### src/rtl/dpram_arbiter_pkg.sv
// Shared constants and types for the dual-port RAM arbiter.
package dpram_arbiter_pkg;

  localparam int RAM_AW     = 6;
  localparam int RAM_DW     = 8;
  localparam int DPRAM_NREQ = 4;

  // Tag id is sized for the largest supported requester count (8).
  localparam int TAG_IDW = 3;

  typedef struct packed {
    logic               valid;
    logic [TAG_IDW-1:0] id;
  } port_tag_t;

endpackage

### src/rtl/dpram_arbiter_if.sv
// Client-side request/grant/read-return bundle shared by all requesters.
interface dpram_arbiter_if
  import dpram_arbiter_pkg::*;
#(
  parameter int NREQ = DPRAM_NREQ,
  parameter int AW   = RAM_AW,
  parameter int DW   = RAM_DW
);

  logic [NREQ-1:0]    req;
  logic [NREQ-1:0]    we;
  logic [NREQ*AW-1:0] addr;
  logic [NREQ*DW-1:0] wdata;
  logic [NREQ-1:0]    gnt;
  logic [NREQ-1:0]    rvalid;
  logic [NREQ*DW-1:0] rdata;

  modport master (
    output req, we, addr, wdata,
    input  gnt, rvalid, rdata
  );

  modport slave (
    input  req, we, addr, wdata,
    output gnt, rvalid, rdata
  );

endinterface

### src/rtl/dpram_arbiter_rr_pick.sv
// Circular priority finder: first set bit of mask_i scanning from start_i upward, wrapping.
module dpram_arbiter_rr_pick #(
  parameter int N  = 4,
  parameter int IW = 2
) (
  input  logic [N-1:0]  mask_i,
  input  logic [IW-1:0] start_i,
  output logic          valid_o,
  output logic [IW-1:0] idx_o
);

  logic [IW-1:0] cand [N];

  genvar gi;
  generate
    for (gi = 0; gi < N; gi++) begin : g_cand
      assign cand[gi] = IW'((32'(start_i) + gi) % N);
    end
  endgenerate

  // Walk from the farthest position back so the nearest hit to start_i wins.
  always_comb begin
    valid_o = 1'b0;
    idx_o   = '0;
    for (int k = N - 1; k >= 0; k--) begin
      if (mask_i[cand[k]]) begin
        valid_o = 1'b1;
        idx_o   = cand[k];
      end
    end
  end

endmodule

### src/rtl/dpram_arbiter.sv
// Round-robin arbiter granting up to two non-conflicting clients per cycle onto RAM ports A and B.
module dpram_arbiter
  import dpram_arbiter_pkg::*;
#(
  parameter int NREQ = DPRAM_NREQ,
  parameter int AW   = RAM_AW,
  parameter int DW   = RAM_DW
) (
  input  logic           clk,
  input  logic           rst,
  dpram_arbiter_if.slave cli,
  output logic           ram_wre_a_o,
  output logic           ram_wre_b_o,
  output logic [AW-1:0]  ram_ad_a_o,
  output logic [AW-1:0]  ram_ad_b_o,
  output logic [DW-1:0]  ram_data_a_o,
  output logic [DW-1:0]  ram_data_b_o,
  input  logic [DW-1:0]  ram_q_a_i,
  input  logic [DW-1:0]  ram_q_b_i
);

  localparam int IW = $clog2(NREQ);

  logic [AW-1:0]   addr_w  [NREQ];
  logic [DW-1:0]   wdata_w [NREQ];
  logic [DW-1:0]   rdata_w [NREQ];
  logic [DW-1:0]   rdata_q [NREQ];

  logic [IW-1:0]   ptr_q, ptr_d;
  logic            a_vld, b_vld;
  logic [IW-1:0]   a_idx, b_idx, b_start;
  logic [NREQ-1:0] mask_b;
  logic [NREQ-1:0] gnt_w;
  logic [NREQ-1:0] hit_a, hit_b;
  port_tag_t       tag_a_q, tag_a_d, tag_b_q, tag_b_d;

  genvar gi;
  generate
    for (gi = 0; gi < NREQ; gi++) begin : g_client
      assign addr_w[gi]  = cli.addr[gi*AW +: AW];
      assign wdata_w[gi] = cli.wdata[gi*DW +: DW];

      // Port B may not take A itself nor anything that would collide with A in the RAM.
      assign mask_b[gi] = a_vld && cli.req[gi] && (IW'(gi) != a_idx)
                          && !((addr_w[gi] == addr_w[a_idx]) && (cli.we[gi] || cli.we[a_idx]));

      assign hit_a[gi] = tag_a_q.valid && (tag_a_q.id == TAG_IDW'(gi));
      assign hit_b[gi] = tag_b_q.valid && (tag_b_q.id == TAG_IDW'(gi));

      assign rdata_w[gi] = hit_a[gi] ? ram_q_a_i :
                           hit_b[gi] ? ram_q_b_i : rdata_q[gi];
      assign cli.rdata[gi*DW +: DW] = rdata_w[gi];
    end
  endgenerate

  assign cli.rvalid = hit_a | hit_b;
  assign cli.gnt    = gnt_w;

  dpram_arbiter_rr_pick #(.N(NREQ), .IW(IW)) u_pick_a (
    .mask_i  (cli.req),
    .start_i (ptr_q),
    .valid_o (a_vld),
    .idx_o   (a_idx)
  );

  assign b_start = IW'((32'(a_idx) + 1) % NREQ);

  dpram_arbiter_rr_pick #(.N(NREQ), .IW(IW)) u_pick_b (
    .mask_i  (mask_b),
    .start_i (b_start),
    .valid_o (b_vld),
    .idx_o   (b_idx)
  );

  always_comb begin
    gnt_w = '0;
    if (!rst) begin
      if (a_vld) gnt_w[a_idx] = 1'b1;
      if (b_vld) gnt_w[b_idx] = 1'b1;
    end
  end

  always_comb begin
    ram_wre_a_o  = !rst && a_vld && cli.we[a_idx];
    ram_ad_a_o   = a_vld ? addr_w[a_idx] : '0;
    ram_data_a_o = (a_vld && cli.we[a_idx]) ? wdata_w[a_idx] : '0;
    ram_wre_b_o  = !rst && b_vld && cli.we[b_idx];
    ram_ad_b_o   = b_vld ? addr_w[b_idx] : '0;
    ram_data_b_o = (b_vld && cli.we[b_idx]) ? wdata_w[b_idx] : '0;
  end

  always_comb begin
    ptr_d = ptr_q;
    if (b_vld)      ptr_d = IW'((32'(b_idx) + 1) % NREQ);
    else if (a_vld) ptr_d = IW'((32'(a_idx) + 1) % NREQ);

    tag_a_d.valid = a_vld && !cli.we[a_idx];
    tag_a_d.id    = TAG_IDW'(a_idx);
    tag_b_d.valid = b_vld && !cli.we[b_idx];
    tag_b_d.id    = TAG_IDW'(b_idx);
  end

  always_ff @(posedge clk or posedge rst) begin
    if (rst) begin
      ptr_q   <= '0;
      tag_a_q <= '0;
      tag_b_q <= '0;
      for (int i = 0; i < NREQ; i++) rdata_q[i] <= '0;
    end else begin
      ptr_q   <= ptr_d;
      tag_a_q <= tag_a_d;
      tag_b_q <= tag_b_d;
      for (int i = 0; i < NREQ; i++) begin
        if (hit_a[i])      rdata_q[i] <= ram_q_a_i;
        else if (hit_b[i]) rdata_q[i] <= ram_q_b_i;
      end
    end
  end

endmodule

### src/flat_wrapper.sv
// flat-port wrapper written by rule: the top's interface ports become plain ports
module dpram_arbiter_flat import dpram_arbiter_pkg::*;
#(
  parameter int NREQ = DPRAM_NREQ,
  parameter int AW   = RAM_AW,
  parameter int DW   = RAM_DW
)
  (clk, rst, ram_wre_a_o, ram_wre_b_o, ram_ad_a_o, ram_ad_b_o, ram_data_a_o, ram_data_b_o, ram_q_a_i, ram_q_b_i, cli_req, cli_we, cli_addr, cli_wdata, cli_gnt, cli_rvalid, cli_rdata);
  dpram_arbiter_if #(.NREQ(NREQ), .AW(AW), .DW(DW)) cli_i ();
  input  logic clk;
  input  logic rst;
  output logic ram_wre_a_o;
  output logic ram_wre_b_o;
  output logic [AW-1:0] ram_ad_a_o;
  output logic [AW-1:0] ram_ad_b_o;
  output logic [DW-1:0] ram_data_a_o;
  output logic [DW-1:0] ram_data_b_o;
  input  logic [DW-1:0] ram_q_a_i;
  input  logic [DW-1:0] ram_q_b_i;
  input wire logic [$bits(cli_i.req)-1:0] cli_req;
  input wire logic [$bits(cli_i.we)-1:0] cli_we;
  input wire logic [$bits(cli_i.addr)-1:0] cli_addr;
  input wire logic [$bits(cli_i.wdata)-1:0] cli_wdata;
  output wire logic [$bits(cli_i.gnt)-1:0] cli_gnt;
  output wire logic [$bits(cli_i.rvalid)-1:0] cli_rvalid;
  output wire logic [$bits(cli_i.rdata)-1:0] cli_rdata;
  assign cli_i.req = cli_req;
  assign cli_i.we = cli_we;
  assign cli_i.addr = cli_addr;
  assign cli_i.wdata = cli_wdata;
  assign cli_gnt = cli_i.gnt;
  assign cli_rvalid = cli_i.rvalid;
  assign cli_rdata = cli_i.rdata;
  dpram_arbiter #(.NREQ(NREQ), .AW(AW), .DW(DW)) u_core (.clk(clk), .rst(rst), .cli(cli_i), .ram_wre_a_o(ram_wre_a_o), .ram_wre_b_o(ram_wre_b_o), .ram_ad_a_o(ram_ad_a_o), .ram_ad_b_o(ram_ad_b_o), .ram_data_a_o(ram_data_a_o), .ram_data_b_o(ram_data_b_o), .ram_q_a_i(ram_q_a_i), .ram_q_b_i(ram_q_b_i));
endmodule
### config.mk
export PLATFORM = sky130hd
export DESIGN_NAME = dpram_arbiter_flat
export DESIGN_NICKNAME = d
export VERILOG_FILES = /design/src/rtl/dpram_arbiter_pkg.sv /design/src/rtl/dpram_arbiter_if.sv /design/src/rtl/dpram_arbiter_rr_pick.sv /design/src/rtl/dpram_arbiter.sv /design/src/flat_wrapper.sv
export SDC_FILE = /design/constraint.sdc
export NUM_CORES = 1
export LEC_CHECK = 0
export CAP_MARGIN = 20
export CORE_UTILIZATION = 42
export CTS_CLUSTER_SIZE = 25
export DETAILED_ROUTE_END_ITERATION = 10
export GPL_ROUTABILITY_DRIVEN = 0
export PLACE_DENSITY = 0.79
export SLEW_MARGIN = 20
export SYNTH_ARGS = -nofsm -noshare
export SYNTH_HDL_FRONTEND = slang
export SYNTH_SLANG_ARGS = --single-unit
export TNS_END_PERCENT = 10
### constraint.sdc
create_clock -name clk -period 4.95 [get_ports clk]
set_clock_uncertainty 0.15 [all_clocks]
set_input_delay 0.99 -clock clk [delete_from_list [all_inputs] [get_ports clk]]
set_output_delay 0.99 -clock clk [all_outputs]
set_load 0.005 [all_outputs]
==> reports/metrics.csv <==
metric,value,unit
crit_path_start_kind,input port,
wl_met3,2130,microns
finalHoldViolations,0,
critical_path_class,in -> out,
grt_pass1_wl,29700,microns
drt_wl_total,21100,microns
yosysWarnings,0,
drt.antenna.violating_nets,0,
viasPerCell,6.39,
wire_per_inst,23.2,microns
grt_pass1_vias,5737,
synth-edff-count,0,
met1Wirelength,7540,microns
layout-drive-gt1-share,39.7,%
fin_crit_sh,114,%
avgSynthCellArea,8.69,sq um
stdcell_count,907,
synth_top_area_share,23.9,%
initial_core_util,43.0,%
wl_met2,9650,microns
power_switching,2180,uW
cts.sinks,40,
synth.distinct_cells,70,
syn-cell-area,4180,sq um
drc,0,
rsz0062_at_grt,yes,
timing.fmax,178,MHz
grt_start_max_net_pins,41,
yosys-top-cells-area,"dfrtp_1, mux2i_1, mux4_2",
h-tree-depth,2,
ios,152,
n_antenna_cell,0,
placed_cells_incl_taps,843,
swShare,43.9,%
report.final.slew_viol_count,0,
antenna_found_initial,0,
syn_inst,481,
first_pass_iters,6,
grt_usage,37.2,%
clk_latency,0.30,ns
status,finished with violations,
cts_hold_buf,0,
leakage,0.00350,uW
cts_tree,done,
dp.final_hpwl,11700,microns
combPwrFrac,82.8,%
synthFlopType,dfrtp_1,
p_per_area,645,nW/um^2
relSlewSlack,28.7,%
via_count,5795,
cp.required,3.81,ns
setup.worst_path.end_class,output port,
ir_worst_vdd,0.507,mV
fin_crit,5.62,ns
cts-buffers-inserted,5,
clk_pin_slew,0.07,ns
area_delta_synth_final,84.1,%
setup_violations,19,
synth-seq-cells,40,
synth_top_cell_by_area,dfrtp_1,
top_layer,met4,
core,9730,sq um
drv_cap,0,
fp.dieW,102,microns
failed_checks,setup timing,
grt_overflow,0,
cts-root-buf,clkbuf_8,
worst_slew_pin_slew,1.07,ns
yosysSeqAreaShare,23.9,%
die_h,102,microns
ctsLongestPathBuffers,2,
hp-class,reg -> reg,
synth_fp_nets,567,
io_buffers,151,
num_rows,36,
internal-power,2780,uW
cp_max_fo,8,
pre_cts_ws,-1.32,ns
initialDrtViolationCount,704,
worstPathArrival,4.48,ns
layout.nets,859,
die_area,10400,sq um
p_seq_share,11.6,%
setup_ws,-0.670,ns
async_flop_share,100,%
clock_power_share,5.7,%
## flip-flops by register name (all words and copies together), names as in the netlist
register and cells:
u_core.ptr_q 2, u_core.rdata_q 32, u_core.tag_a_q 3, u_core.tag_b_q 3
## final cells by class
class	count	area [sq um]
Clock buffer	6	82.6
Inverter	28	110
Timing Repair Buffer	318	2770
Clock inverter	2	38.8
Multi-Input combinational cell	380	3530
Tap cell	133	166
Fill cell	556	2030
Sequential cell	40	1000
## routing by layer
layer / vias up / global-route usage (%)
li1: 2392 / -
met1: 2741 / 43.7
met2: 484 / 61.7
met3: 178 / 7.94
met4: 0 / 23.7
met5: - / 0
## per-stage QoR
step	hold WS (ns)	total power, uW	setup TNS (ns)	util, %	cell area (sq um)
6_report	0.473	4960	-9.43	79.1	7690
5_1_grt	0.507	5170	-11.88	79.1	7690
4_1_cts	0.475	4450	-4.97	75.8	7380
3_5_place_dp	0.458	3630	-22.87	67.5	6570
3_3_place_gp	0.440	3540	-21.26	67.5	6570
2_1_floorplan	0.400	2090	-0.0164	-	4210
## cell usage in the layout (no fill, tap or decap), drive strengths merged, types with 16 or more instances in the layout
| cell | instances |
|---|---|
| buf | 188 |
| clkdlybuf4s50 | 106 |
| mux2i | 61 |
| nand2 | 47 |
| o21ai | 43 |
| dfrtp | 40 |
| inv | 27 |
| a211oi | 21 |
| nor2 | 19 |
| xor2 | 16 |
## what timing repair did
action	4_1_cts	5_1_grt
endpoints found under the setup margin	19	19
pin swaps	61	42
gates resized for setup	191	54
buffers inserted	43	11
gates cloned	2	0
## cell usage after synthesis (all sizes together), types with 2 or more instances
library cell / count
a211o: 2
a211oi: 21
a21o: 2
a21oi: 9
a221oi: 8
a22oi: 2
a311oi: 4
a31oi: 5
and2: 6
and3: 14
buf: 12
clkbuf: 23
dfrtp: 40
ha: 4
inv: 27
mux2i: 60
mux4: 14
nand2: 47
nand2b: 5
nand3: 5
nand3b: 2
nand4: 4
nor2: 19
nor2b: 3
nor3: 6
nor3b: 2
nor4: 8
nor4b: 2
o211a: 2
o211ai: 2
o21ai: 43
o221ai: 2
o22ai: 7
o31ai: 5
o32ai: 2
or2: 11
or3: 2
xnor2: 14
xor2: 16
## logic make-up (layout without fill, tap and decap cells)
group | count (synthesis) | after routing | synth area share [%]
compound gates | 130 | 131 | 22.2
xor+xnor | 30 | 30 | 6.29
fa+ha+maj | 4 | 4 | 1.20
buf+inv | 63 | 354 | 6.73
flops | 40 | 40 | 23.9
mux | 75 | 76 | 22.4
simple gates | 139 | 139 | 17.3
## power by group through the flow
stage / registers (uW) / logic (uW) / clock network, uW
after global routing: 588 / 4280 / 301
after detailed placement: 568 / 3060 / 0
final: 573 / 4110 / 282
after CTS: 565 / 3600 / 286
after global placement: 556 / 2980 / 0
after floorplan: 545 / 1540 / 0
## worst max-delay path: stages
cell	delay, ns
buf_8	0.11
mux2i_4	0.14
buf_4	0.15
nor2_4	0.05
buf_4	0.16
o32ai_1	0.32
nand2_1	0.16
a2111oi_4	0.26
a41o_1	0.34
a211oi_4	0.10
a221o_1	0.41
buf_6	0.14
buf_4	0.17
a211oi_1	0.40
a211oi_1	0.19
a221oi_2	0.23
buf_2	0.16
## worst paths after layout
check | cells after the start | slack [ns] | end | startpoint
worst max register to register | 18 | 0.81 | u_core.tag_b_q[3]$_DFF_PP0_ | u_core.ptr_q[1]$_DFFE_PP0P_
max in group asynchronous | 3 | 3.06 | u_core.rdata_q[13]$_DFF_PP0_ | rst
worst max-delay path | 17 | -0.67 | ram_data_b_o[4] | cli_req[0]
min in group asynchronous | 3 | 1.23 | u_core.tag_a_q[0]$_DFF_PP0_ | rst
worst min register to register | 2 | 0.47 | u_core.rdata_q[29]$_DFF_PP0_ | u_core.rdata_q[29]$_DFF_PP0_
worst min-delay path | 2 | 0.47 | u_core.rdata_q[29]$_DFF_PP0_ | u_core.rdata_q[29]$_DFF_PP0_
(Power assumes the default switching activity.)
